--- src/rtl/rmii_link_emulator_if.sv ---
`default_nettype none
// ============================================================================
// Module   : rmii_link_emulator_if
// Purpose  : Bundles the per-port RMII pins, link/error controls and the
//            statistics counters of the N-port link emulator.
//            master = MAC/bench side, slave = link emulator.
// Revision : 1.0 - initial release
// ============================================================================
interface rmii_link_emulator_if #(
  parameter int N_PORTS = 2,
  parameter int CNT_W   = 16
) ();

  logic [N_PORTS-1:0]       tx_e;
  logic [2*N_PORTS-1:0]     tx_d;
  logic [N_PORTS-1:0]       link_en;
  logic [N_PORTS-1:0]       err_req;
  logic [N_PORTS-1:0]       crs_dv;
  logic [2*N_PORTS-1:0]     rx_d;
  logic [N_PORTS-1:0]       rx_er;
  logic [N_PORTS*CNT_W-1:0] frame_cnt;
  logic [N_PORTS*CNT_W-1:0] drop_cnt;
  logic [N_PORTS*CNT_W-1:0] err_cnt;

  modport master (
    output tx_e, tx_d, link_en, err_req,
    input  crs_dv, rx_d, rx_er, frame_cnt, drop_cnt, err_cnt
  );

  modport slave (
    input  tx_e, tx_d, link_en, err_req,
    output crs_dv, rx_d, rx_er, frame_cnt, drop_cnt, err_cnt
  );

endinterface
`default_nettype wire

--- src/rtl/rmii_link_emulator.sv ---
`default_nettype none
// ============================================================================
// Module   : rmii_link_emulator
// Purpose  : N-port RMII link model. Each source port's TX dibit stream is
//            pushed into a fixed-depth delay line and replayed on the RX pins
//            of its destination (next port in a ring, or itself in loopback).
//            Adds per-port link gating, single-dibit error injection and
//            saturating frame / drop / error statistics.
// Revision : 1.0 - initial release
// ============================================================================
module rmii_link_emulator #(
  parameter int N_PORTS      = 2,   // 1..8, must match the interface
  parameter int DELAY_CYCLES = 16,  // 1..256
  parameter int MODE         = 0,   // 0 = ring, 1 = loopback
  parameter int ERR_OFFSET   = 20,  // dibit index corrupted on injection
  parameter int CNT_W        = 16   // statistics counter width, must match the interface
) (
  input  logic                clk_50_mhz,
  input  logic                rst,
  rmii_link_emulator_if.slave bus
);

  localparam int               IDX_W   = 16;
  localparam logic [IDX_W-1:0] ERR_IDX = 16'(ERR_OFFSET);
  localparam logic [IDX_W-1:0] IDX_MAX = '1;
  localparam logic [CNT_W-1:0] CNT_MAX = '1;

  typedef enum logic [1:0] {
    ST_IDLE = 2'd0,
    ST_FWD  = 2'd1,
    ST_DROP = 2'd2
  } src_state_e;

  typedef struct packed {
    logic       valid;
    logic       err;
    logic [1:0] dibit;
  } dl_entry_t;

  // --------------------------------------------------------------------------
  // State
  // --------------------------------------------------------------------------
  src_state_e       state_q     [N_PORTS];
  logic [IDX_W-1:0] idx_q       [N_PORTS];
  logic [CNT_W-1:0] frame_cnt_q [N_PORTS];
  logic [CNT_W-1:0] drop_cnt_q  [N_PORTS];
  logic [CNT_W-1:0] err_cnt_q   [N_PORTS];
  dl_entry_t        dl_q        [N_PORTS][DELAY_CYCLES];

  // Previous tx_e. Reset to 1 so a port whose tx_e is already high when
  // reset releases must first be seen low before a frame can start.
  logic [N_PORTS-1:0] tx_e_prev_q;
  // Request latched, waiting for the next forwarded frame.
  logic [N_PORTS-1:0] pend_q;
  // Current forwarded frame still owes one corrupted dibit.
  logic [N_PORTS-1:0] frame_err_q;

  // --------------------------------------------------------------------------
  // Per-cycle decode
  // --------------------------------------------------------------------------
  logic [N_PORTS-1:0] frame_start;
  logic [N_PORTS-1:0] frame_end;
  logic [N_PORTS-1:0] fwd_start;
  logic [N_PORTS-1:0] drop_start;
  logic [N_PORTS-1:0] fwd_active;
  logic [N_PORTS-1:0] err_arm;
  logic [N_PORTS-1:0] inject;
  logic [IDX_W-1:0]   idx_cur [N_PORTS];
  dl_entry_t          entry_d [N_PORTS];

  // Frame edge detection, forwarding decision and the delay-line entry for
  // this cycle. The start cycle is forwarded even though the FSM is still
  // IDLE, so index 0 is the first tx_e cycle.
  always_comb begin
    frame_start = '0;
    frame_end   = '0;
    fwd_start   = '0;
    drop_start  = '0;
    fwd_active  = '0;
    err_arm     = '0;
    inject      = '0;
    for (int s = 0; s < N_PORTS; s++) begin
      idx_cur[s] = '0;
      entry_d[s] = '0;

      frame_start[s] = bus.tx_e[s] & ~tx_e_prev_q[s];
      frame_end[s]   = ~bus.tx_e[s] & tx_e_prev_q[s];
      fwd_start[s]   = frame_start[s] & bus.link_en[s];
      drop_start[s]  = frame_start[s] & ~bus.link_en[s];
      fwd_active[s]  = (state_q[s] == ST_FWD) | fwd_start[s];
      idx_cur[s]     = frame_start[s] ? '0 : idx_q[s];

      // A request in the start cycle itself still applies to this frame.
      err_arm[s] = fwd_start[s] ? (pend_q[s] | bus.err_req[s]) : frame_err_q[s];
      inject[s]  = fwd_active[s] & bus.tx_e[s] & err_arm[s] & (idx_cur[s] == ERR_IDX);

      if (fwd_active[s] && bus.tx_e[s]) begin
        entry_d[s].valid = 1'b1;
        entry_d[s].err   = inject[s];
        entry_d[s].dibit = bus.tx_d[2*s +: 2] ^ {2{inject[s]}};
      end
    end
  end

  // Per-port source FSM, dibit index, error bookkeeping, counters and delay
  // lines.
  always_ff @(posedge clk_50_mhz or posedge rst) begin
    if (rst) begin
      tx_e_prev_q <= '1;
      pend_q      <= '0;
      frame_err_q <= '0;
      for (int s = 0; s < N_PORTS; s++) begin
        state_q[s]     <= ST_IDLE;
        idx_q[s]       <= '0;
        frame_cnt_q[s] <= '0;
        drop_cnt_q[s]  <= '0;
        err_cnt_q[s]   <= '0;
        for (int k = 0; k < DELAY_CYCLES; k++) begin
          dl_q[s][k] <= '0;
        end
      end
    end else begin
      tx_e_prev_q <= bus.tx_e;
      for (int s = 0; s < N_PORTS; s++) begin
        // Link state is only looked at in the start cycle, so frames are
        // never truncated or half-forwarded.
        case (state_q[s])
          ST_IDLE: begin
            if (frame_start[s]) begin
              state_q[s] <= bus.link_en[s] ? ST_FWD : ST_DROP;
            end
          end
          ST_FWD, ST_DROP: begin
            if (frame_end[s]) begin
              state_q[s] <= ST_IDLE;
            end
          end
          default: state_q[s] <= ST_IDLE;
        endcase

        if (frame_start[s]) begin
          idx_q[s] <= 16'd1;
        end else if (bus.tx_e[s] && (idx_q[s] != IDX_MAX)) begin
          idx_q[s] <= idx_q[s] + 16'd1;
        end

        // A forwarded frame start consumes the pending request; requests
        // arriving later in the frame wait for the following frame.
        if (fwd_start[s] && (pend_q[s] || bus.err_req[s])) begin
          pend_q[s] <= 1'b0;
        end else begin
          pend_q[s] <= pend_q[s] | bus.err_req[s];
        end

        // The owed corruption is dropped if the frame ends short of it.
        if (fwd_start[s]) begin
          frame_err_q[s] <= err_arm[s] & ~inject[s];
        end else if (inject[s] || frame_end[s]) begin
          frame_err_q[s] <= 1'b0;
        end

        if ((state_q[s] == ST_FWD) && frame_end[s] && (frame_cnt_q[s] != CNT_MAX)) begin
          frame_cnt_q[s] <= frame_cnt_q[s] + 1'b1;
        end
        if (drop_start[s] && (drop_cnt_q[s] != CNT_MAX)) begin
          drop_cnt_q[s] <= drop_cnt_q[s] + 1'b1;
        end
        if (inject[s] && (err_cnt_q[s] != CNT_MAX)) begin
          err_cnt_q[s] <= err_cnt_q[s] + 1'b1;
        end

        dl_q[s][0] <= entry_d[s];
        for (int k = 1; k < DELAY_CYCLES; k++) begin
          dl_q[s][k] <= dl_q[s][k-1];
        end
      end
    end
  end

  // --------------------------------------------------------------------------
  // Output mapping: every destination has exactly one source.
  // --------------------------------------------------------------------------
  function automatic int src_of(input int d);
    if (MODE == 1) begin
      return d;
    end
    return (d + N_PORTS - 1) % N_PORTS;
  endfunction

  logic [N_PORTS-1:0]       crs_dv_w;
  logic [2*N_PORTS-1:0]     rx_d_w;
  logic [N_PORTS-1:0]       rx_er_w;
  logic [N_PORTS*CNT_W-1:0] frame_cnt_w;
  logic [N_PORTS*CNT_W-1:0] drop_cnt_w;
  logic [N_PORTS*CNT_W-1:0] err_cnt_w;

  // Route the tail of each source's delay line to its destination pins and
  // flatten the counters.
  always_comb begin
    crs_dv_w    = '0;
    rx_d_w      = '0;
    rx_er_w     = '0;
    frame_cnt_w = '0;
    drop_cnt_w  = '0;
    err_cnt_w   = '0;
    for (int d = 0; d < N_PORTS; d++) begin
      crs_dv_w[d]            = dl_q[src_of(d)][DELAY_CYCLES-1].valid;
      rx_er_w[d]             = dl_q[src_of(d)][DELAY_CYCLES-1].err;
      rx_d_w[2*d +: 2]       = dl_q[src_of(d)][DELAY_CYCLES-1].dibit;
      frame_cnt_w[d*CNT_W +: CNT_W] = frame_cnt_q[d];
      drop_cnt_w[d*CNT_W +: CNT_W]  = drop_cnt_q[d];
      err_cnt_w[d*CNT_W +: CNT_W]   = err_cnt_q[d];
    end
  end

  assign bus.crs_dv    = crs_dv_w;
  assign bus.rx_d      = rx_d_w;
  assign bus.rx_er     = rx_er_w;
  assign bus.frame_cnt = frame_cnt_w;
  assign bus.drop_cnt  = drop_cnt_w;
  assign bus.err_cnt   = err_cnt_w;

endmodule
`default_nettype wire
--- src/flat_wrapper.sv ---
// flat-port wrapper written by rule: the top's interface ports become plain ports
module rmii_link_emulator_flat 
#(
  parameter int N_PORTS      = 2,                                    
  parameter int DELAY_CYCLES = 16,           
  parameter int MODE         = 0,                            
  parameter int ERR_OFFSET   = 20,                                       
  parameter int CNT_W        = 16                                                        
)
  (clk_50_mhz, rst, bus_tx_e, bus_tx_d, bus_link_en, bus_err_req, bus_crs_dv, bus_rx_d, bus_rx_er, bus_frame_cnt, bus_drop_cnt, bus_err_cnt);
  rmii_link_emulator_if #(.N_PORTS(N_PORTS), .CNT_W(CNT_W)) bus_i ();
  input  logic clk_50_mhz;
  input  logic rst;
  input wire logic [$bits(bus_i.tx_e)-1:0] bus_tx_e;
  input wire logic [$bits(bus_i.tx_d)-1:0] bus_tx_d;
  input wire logic [$bits(bus_i.link_en)-1:0] bus_link_en;
  input wire logic [$bits(bus_i.err_req)-1:0] bus_err_req;
  output wire logic [$bits(bus_i.crs_dv)-1:0] bus_crs_dv;
  output wire logic [$bits(bus_i.rx_d)-1:0] bus_rx_d;
  output wire logic [$bits(bus_i.rx_er)-1:0] bus_rx_er;
  output wire logic [$bits(bus_i.frame_cnt)-1:0] bus_frame_cnt;
  output wire logic [$bits(bus_i.drop_cnt)-1:0] bus_drop_cnt;
  output wire logic [$bits(bus_i.err_cnt)-1:0] bus_err_cnt;
  assign bus_i.tx_e = bus_tx_e;
  assign bus_i.tx_d = bus_tx_d;
  assign bus_i.link_en = bus_link_en;
  assign bus_i.err_req = bus_err_req;
  assign bus_crs_dv = bus_i.crs_dv;
  assign bus_rx_d = bus_i.rx_d;
  assign bus_rx_er = bus_i.rx_er;
  assign bus_frame_cnt = bus_i.frame_cnt;
  assign bus_drop_cnt = bus_i.drop_cnt;
  assign bus_err_cnt = bus_i.err_cnt;
  rmii_link_emulator #(.N_PORTS(N_PORTS), .DELAY_CYCLES(DELAY_CYCLES), .MODE(MODE), .ERR_OFFSET(ERR_OFFSET), .CNT_W(CNT_W)) u_core (.clk_50_mhz(clk_50_mhz), .rst(rst), .bus(bus_i));
endmodule
--- config.mk ---
export PLATFORM = sky130hd
export DESIGN_NAME = rmii_link_emulator_flat
export DESIGN_NICKNAME = d
export VERILOG_FILES = /design/src/rtl/rmii_link_emulator_if.sv /design/src/rtl/rmii_link_emulator.sv /design/src/flat_wrapper.sv
export SDC_FILE = /design/constraint.sdc
export NUM_CORES = 1
export LEC_CHECK = 0
export CAP_MARGIN = 30
export CORE_MARGIN = 2
export CORE_UTILIZATION = 55
export CTS_CLUSTER_SIZE = 28
export DETAILED_ROUTE_END_ITERATION = 12
export PLACE_DENSITY = 0.78
export SLEW_MARGIN = 10
export SYNTH_ARGS = -nofsm -noshare
export SYNTH_HDL_FRONTEND = slang
export SYNTH_SLANG_ARGS = --single-unit
--- constraint.sdc ---
create_clock -name clk_50_mhz -period 9.3 [get_ports clk_50_mhz]
set_clock_uncertainty 0.15 [all_clocks]
set_input_delay 0.93 -clock clk_50_mhz [delete_from_list [all_inputs] [get_ports clk_50_mhz]]
set_output_delay 0.93 -clock clk_50_mhz [all_outputs]
set_load 0.005 [all_outputs]
==> summary.md, run 1 <==
| Metric | Value |
|---|---|
| Outcome | complete, no violations |
| Clock buffer depth | 3 |
| Syn Inst Count | approximately 800 |
| Post-synthesis net count | approximately 850 |
| Via count | between 6000 and 7000 |
| Mapped Area | 10300 um2 |
| Synth-to-Final Area Change | 22.1% |
| Initial core utilization | a little under three fifths |
| Hold/Removal Path Class | flop to flop |
| Max Fanout on Critical Path | 19 |
| Die height | ~140 um |
| Num rows | roughly 50 |
| Mux contribution to synthesized area | 1.32% |
| Yosys reg bits | 266 |
| Routed Antenna Nets | 0 |
| Largest family of logic cells by synthesized area | simple AND/OR/NAND/NOR gates |
| H-tree levels | 1 |
| Synth Area in XOR/XNOR | 9.06% |
| Period utilisation layout | roughly 34% |
| Setup TNS | 0 ps |
| CTS Hold Bufs | 0 |
| Tightest Pin Transition | around 940 ps |
| First-pass DRT Iterations | 4 |
| Skew-Pair Late Insertion Delay | 530 ps |
| Clock Sinks | approximately 270 |
| Ant. Diodes | 0 |
| Worst Setup End Kind | flop |
| Fin. max-slew vios | 0 |
| Port bufs | about 120 |
| EDFF count, synth | 0 |
| First-pass GRT wire length | between 30000 and 40000 um |
| Power Density | between 200 and 250 nW/um2 |
| DRC errors left | 0 |
| Ports | 116 |
| Post-synthesis simple-gate area fraction | 17.3% |
| Asr flop ratio synth | 100% |
| Unrepaired setup endpoints after global routing | no |
| Total global routing overflow | 0 |
| Fill cells | between 1000 and 1500 |
| CP required | between 9000 and 10000 ps |
| Warnings, synthesis | 0 |
| Final Util | 69.0% |
| Minimum clock period | 3200 ps |
| Vias in the first global route | 6482 |
| Largest net degree at the start of global routing | 98 |
| Final Wtd Congestion | roughly 0.84 |
| Adder-Cell Fraction of Synth Area | 1.46% |
| Post-CTS sizing | 0 |
| Hold Vio Cnt, Final | 0 |
| FMAX | 313 MHz |
| Ranking of synthesized cells by area | dfrtp_1 (64%), xnor2_1 (5.7%), xor2_1 (3.3%), nor2_1 (2.5%), nand4_1 (2.4%) |
| WS Path Type | input pin to flop |
| DP Wirelength | 12200 um |
| Area fraction in compound gates after synthesis | a little under 4% |
| DR iter-0 viols | slightly below 400 |
| Max Cap Viol | 0 |
| Die width | ~140 um |
| Post-DR wirelength/cell | between 15 and 20 um |
| Initial antenna violation count | 0 |
| Layout cells sized above 1 | between 7 and 8% |
| Total Routed Length | 19600 um |
| Die Area | 19700 um2 |
| TritonCTS Buffers | 26 |
| Synth top area share | ~64% |
| Setup Buffers After CTS | 0 |
| Avg Cell Area, Syn | 12.5 um2 |
| Yosys cell types | approximately 60 |
| Worst-path clk slew | 60 ps |
| Critical path startpoint category | input pin |
| Clock root buffer | clkbuf_16 |
| Max_slew headroom | a little under two fifths |
| Core area | 18100 um2 |
| Largest area contributor in the netlist | dfrtp_1 |
| DR vias/cell | about 5.5 |
| Final setup viols | 0 |
| Sequential cell area fraction in the yosys report | 64.9% |
| Leak | roughly 5.7 nW |
| Data arrival, critical path | between 3000 and 4000 ps |
| Nets | 970 |
| VDD IR max | between 0.1 and 0.15 mV |
| Dominant synthesized flop cell | dfrtp_1 |
| Clock tree from TritonCTS | done |
| All-layer global routing usage | between 20% and 30% |
==> routing by layer <==
metal	vias to the layer above	global-route usage (%)	part of all wire, %
met5	-	0	0
met4	0	5.21	1.8
met3	33	3.59	3.9
met2	135	34.3	50
met1	3312	27.4	44
li1	3130	-	-
==> cell families (layout without fill, tap and decap cells) <==
family | Yosys count | count (layout)
AO/OA/AOI/OAI | 60 | 60
buffers and inverters | 40 | 185
multiplexers | 12 | 12
adder cells (fa/ha/maj) | 12 | 12
XOR/XNOR | 106 | 106
AND/OR/NAND/NOR | 325 | 325
flip-flops | 266 | 266
==> path summary, 6_finish.rpt <==
kind | start | endpoint | slack, ps | depth (start not counted)
min | u_core.dl_q[123] | u_core.dl_q[119] | 190 | 0
max reg2reg | u_core.idx_q[21] | u_core.bus.err_cnt[3] | 6540 | 5
min in group asynchronous | rst | u_core.bus.rx_d[1] | 770 | 2
max | bus_tx_e[0] | u_core.bus.err_cnt[3] | 6100 | 6
min reg2reg | u_core.dl_q[123] | u_core.dl_q[119] | 190 | 0
max in group asynchronous | rst | u_core.dl_q[6] | 6990 | 4
==> cell usage after synthesis, drive strengths merged (5+ instances only) <==
cell and n:
dfrtp 264, ha 12, xnor2 67, o21ai 13
nand2 57, xor2 39, a31oi 8, and2 6
mux2 9, nand2b 9, buf 13, nor2 67
nor4 12, nor3 17, a21oi 12, and4 21
and3 17, or4 5, inv 16, clkbuf 11
nor2b 5, nand4 41, nand3 46
==> cells in the final DEF (no fill, tap or decap), types with 12 or more instances in the layout <==
master | Yosys | layout
dfrtp_1 | 264 | 264
clkdlybuf4s50_1 | 0 | 115
nor2_1 | 67 | 67
xnor2_1 | 67 | 67
nand2_1 | 56 | 56
nand3_1 | 46 | 46
nand4_1 | 40 | 40
xor2_1 | 39 | 39
clkbuf_16 | 0 | 26
and4_1 | 21 | 21
and3_1 | 17 | 17
nor3_1 | 16 | 16
inv_1 | 16 | 15
o21ai_0 | 13 | 13
a21oi_1 | 12 | 12
ha_1 | 12 | 12
==> layout make-up <==
class,instances,area [um2],share of cell area [%]
Sequential cell,266,6660,53.2
Multi-Input combinational cell,515,3390,27.1
Tap cell,229,287,2.29
Clock buffer,33,717,5.73
Timing Repair Buffer,121,1240,9.88
Clock inverter,15,159,1.27
Inverter,16,67.6,0.540
==> report_power, final <==
| group | internal, mW | total (mW) | switching [mW] |
|---|---|---|---|
| clock | 0.609 | 1.05 | 0.446 |
| sequential | 1.26 | 1.33 | 0.0780 |
| combinational | 0.131 | 0.243 | 0.113 |
==> metrics by stage <==
stage                     hold WS (ps)  setup slack, ps  std cells  instance area [um2]  power, mW
after floorplan                    181              898        821                10300       1.47
after global placement             181             5670       1143                11600       1.58
after detailed placement           185             5590       1145                11600       1.60
after CTS                          196             6130       1193                12500       2.66
after global routing               201             5900       1195                12500       2.75
final                              191             6100       1195                12500       2.63
==> flip-flops by register name, summed over array words and instances (netlist names) <==
name,cells
u_core.bus.rx_d,4
u_core.frame_err_q,2
u_core.bus.rx_er,2
u_core.pend_q,2
u_core.tx_e_prev_q,2
u_core.bus.crs_dv,2
u_core.bus.err_cnt,32
u_core.dl_q,120
u_core.idx_q,32
u_core.state_q,4
u_core.bus.drop_cnt,32
u_core.bus.frame_cnt,32
==> worst max-delay path, stage by stage <==
cell and delay, ps:
clkdlybuf4s50_1 830, and4_1 300, nand4_1 160, nor3_2 810, nand4_1 230, xnor2_1 180
Power figures use the tool's default switching activity.
==> run 2, diff against run 1 <==
--- a/config.mk
+++ b/config.mk
@@ -7,10 +7,10 @@
 export LEC_CHECK = 0
 export CAP_MARGIN = 30
 export CORE_MARGIN = 2
-export CORE_UTILIZATION = 55
+export CORE_UTILIZATION = 50
 export CTS_CLUSTER_SIZE = 28
 export DETAILED_ROUTE_END_ITERATION = 12
-export PLACE_DENSITY = 0.78
+export PLACE_DENSITY = 0.75
 export SLEW_MARGIN = 10
 export SYNTH_ARGS = -nofsm -noshare
 export SYNTH_HDL_FRONTEND = slang
==> constraint.sdc (replaced) <==
create_clock -name clk_50_mhz -period 2.7 [get_ports clk_50_mhz]
set_clock_uncertainty 0.15 [all_clocks]
set_input_delay 0.27 -clock clk_50_mhz [delete_from_list [all_inputs] [get_ports clk_50_mhz]]
set_output_delay 0.27 -clock clk_50_mhz [all_outputs]
set_load 0.005 [all_outputs]
==> run 2 against run 1 <==
Wire length fell by 2.6%; non-clock buffer count is 16 higher; worst hold slack is essentially flat; sequential share of layout area fell by 1.0 points; power grew to 3.6 times the previous value; critical path depth unchanged; final area is 2.0% higher; worst setup slack got worse by 5800 ps; sequential cell count unchanged; core utilization decreased by 5.7 points; count of clock-buffer cells in the layout is 3 lower; critical path type is now flop to flop; highest routed layer unchanged.
==> summary.md, run 2 (synthesis gave the netlist of run 1 again) <==
| Metric | Value |
|---|---|
| TritonCTS Buffers | 27 |
| WL met1 | around 8300 um |
| Synth-to-Final Area Change | 24.5% |
| Fin. max-slew vios | 0 |
| DR vias/cell | ~5.3 |
| Fill cells | approximately 1500 |
| Max FFs per register | 120 |
| Total Routed Length | approximately 19000 um |
| Critical path startpoint category | flop |
| FMAX | 419 MHz |
| Die Area | 21700 um2 |
| Setup Buffers After CTS | 0 |
| Outcome | complete, no violations |
| All-layer global routing usage | between 10% and 20% |
| Num rows | 52 |
| Largest net degree at the start of global routing | between 80 and 90 |
| Skew-Pair Late Insertion Delay | 540 ps |
| Leak | 5.77 nW |
| DRC errors left | 0 |
| Via count | approximately 6700 |
| VDD IR max | 0.521 mV |
| Layout cells sized above 1 | between 8 and 9% |
| Pre-CTS setup slack | approximately 140 ps |
| Met3 wire length | 780 um |
| Most flops, register | u_core.dl_q |
| Post-CTS sizing | 0 |
| Final Wtd Congestion | between 0.8 and 0.9 |
| Power Density | ~740 nW/um2 |
| Final worst slack | roughly 310 ps |
| Clock tree from TritonCTS | done |
| First-pass GRT wire length | between 30000 and 40000 um |
| Clock Sinks | 266 |
| Die width | 147 um |
| WS Path Type | flop to flop |
| Commonest non-fill, non-tap cell in the layout | dfrtp_1 |
| Minimum clock period | 2390 ps |
| Max Cap Viol | 0 |
| Setup TNS | 0 ps |
| Met2 WL | ~9400 um |
| Data arrival, critical path | between 2000 and 3000 ps |
| Max_slew headroom | between 50% and 60% |
| Worst-path clk slew | 70 ps |
| Period utilisation layout | between 80 and 90% |
| Highest metal used | met4 |
| Ports | 116 |
| Initial antenna violation count | 0 |
| CP required | 2980 ps |
| Post-DR wirelength/cell | about 15 um |
| Port bufs | around 120 |
| Core area | 20200 um2 |
| First-pass DRT Iterations | 7 |
| Commonest non-fill, non-tap cells in the layout | dfrtp_1 (264), clkdlybuf4s50_1 (115), nor2_1 (67), xnor2_1 (67), nand2_1 (56) |
| DP Wirelength | ~13000 um |
| Hold/Removal Path Class | flop to flop |
| Total global routing overflow | 0 |
| Hold Vio Cnt, Final | 0 |
| Clock buffer depth | 3 |
| Final setup viols | 0 |
| CTS Hold Bufs | 1 |
| Unrepaired setup endpoints after global routing | no |
| Vias in the first global route | ~6600 |
| Nets | about 990 |
| Clock root buffer | clkbuf_16 |
| Initial core utilization | between 50% and 60% |
| Tightest Pin Transition | roughly 600 ps |
| DR iter-0 viols | 385 |
| Routed Antenna Nets | 0 |
| H-tree levels | 1 |
| Max Fanout on Critical Path | 10 |
| Ant. Diodes | 0 |
| Worst Setup End Kind | flop |
| Die height | approximately 150 um |
## run 2: changes by cell type in the layout (fill, tap and decap cells not counted), moves of 2 or more
| cell | change |
|---|---|
| buf_4 | +14 |
| buf_12 | +3 |
| clkbuf_8 | -3 |
| clkinvlp_4 | +3 |
| buf_16 | -2 |
| bufinv_16 | +2 |
| clkinv_2 | -2 |
| clkinv_4 | +2 |
## run 2: stage by stage
step | total power [mW] | hold WS [ps] | instance area, um2 | cells | util [%]
2_1_floorplan | 5.07 | 124 | 10300 | 821 | -
3_3_place_gp | 5.46 | 181 | 11800 | 1203 | 58.5
3_5_place_dp | 5.52 | 185 | 11800 | 1203 | 58.5
4_1_cts | 9.51 | 185 | 12800 | 1254 | 63.3
5_1_grt | 9.83 | 200 | 12800 | 1254 | 63.3
6_report | 9.38 | 191 | 12800 | 1254 | 63.3
## run 2: cell type report
| class | count | area, um2 | share of cell area (%) |
|---|---|---|---|
| repair buffers | 137 | 1360 | 10.6 |
| flip-flops and latches | 266 | 6660 | 52.2 |
| multi-input cells | 515 | 3390 | 26.6 |
| clock buffers | 30 | 697 | 5.46 |
| inverters | 16 | 63.8 | 0.500 |
| clock inverters | 20 | 256 | 2.01 |
| well taps | 270 | 338 | 2.65 |
## run 2: power by group
part	total [mW]	switching, mW	internal (mW)
combinational	0.856	0.395	0.460
clock	3.93	1.64	2.30
sequential	4.60	0.269	4.33
total	9.38	2.30	7.08
## run 2: path summary, 6_finish.rpt
path                            slack (ps)  depth (start not counted)                     end             start
worst max-delay path                   310                          6  u_core.bus.err_cnt[19]  u_core.idx_q[11]
worst min-delay path                   190                          0         u_core.dl_q[99]  u_core.dl_q[103]
worst max register to register         310                          6  u_core.bus.err_cnt[19]  u_core.idx_q[11]
worst min register to register         190                          0         u_core.dl_q[99]  u_core.dl_q[103]
max in group asynchronous             1110                          4    u_core.bus.crs_dv[1]               rst
min in group asynchronous              530                          3         u_core.dl_q[13]               rst
## run 2: layer usage
metal	global-route usage [%]	vias to the layer above
met4	5.10	0
met1	25.0	3297
met2	30.0	157
met5	0	-
li1	-	3165
met3	2.95	35
## run 2: critical path, cell delays in order (launching register included)
cell      delay [ps]
dfrtp_1          440
or4_1            560
nor4_2           200
and2_1           440
buf_4            220
nand4b_1         120
xnor2_1          150
==> run 3, diff against run 2 <==
--- a/config.mk
+++ b/config.mk
@@ -15,3 +15,4 @@
 export SYNTH_ARGS = -nofsm -noshare
 export SYNTH_HDL_FRONTEND = slang
 export SYNTH_SLANG_ARGS = --single-unit
+export TNS_END_PERCENT = 1
==> results of run 3 <==
Same layout as run 2: the final DEF is identical, and so are final timing and power.
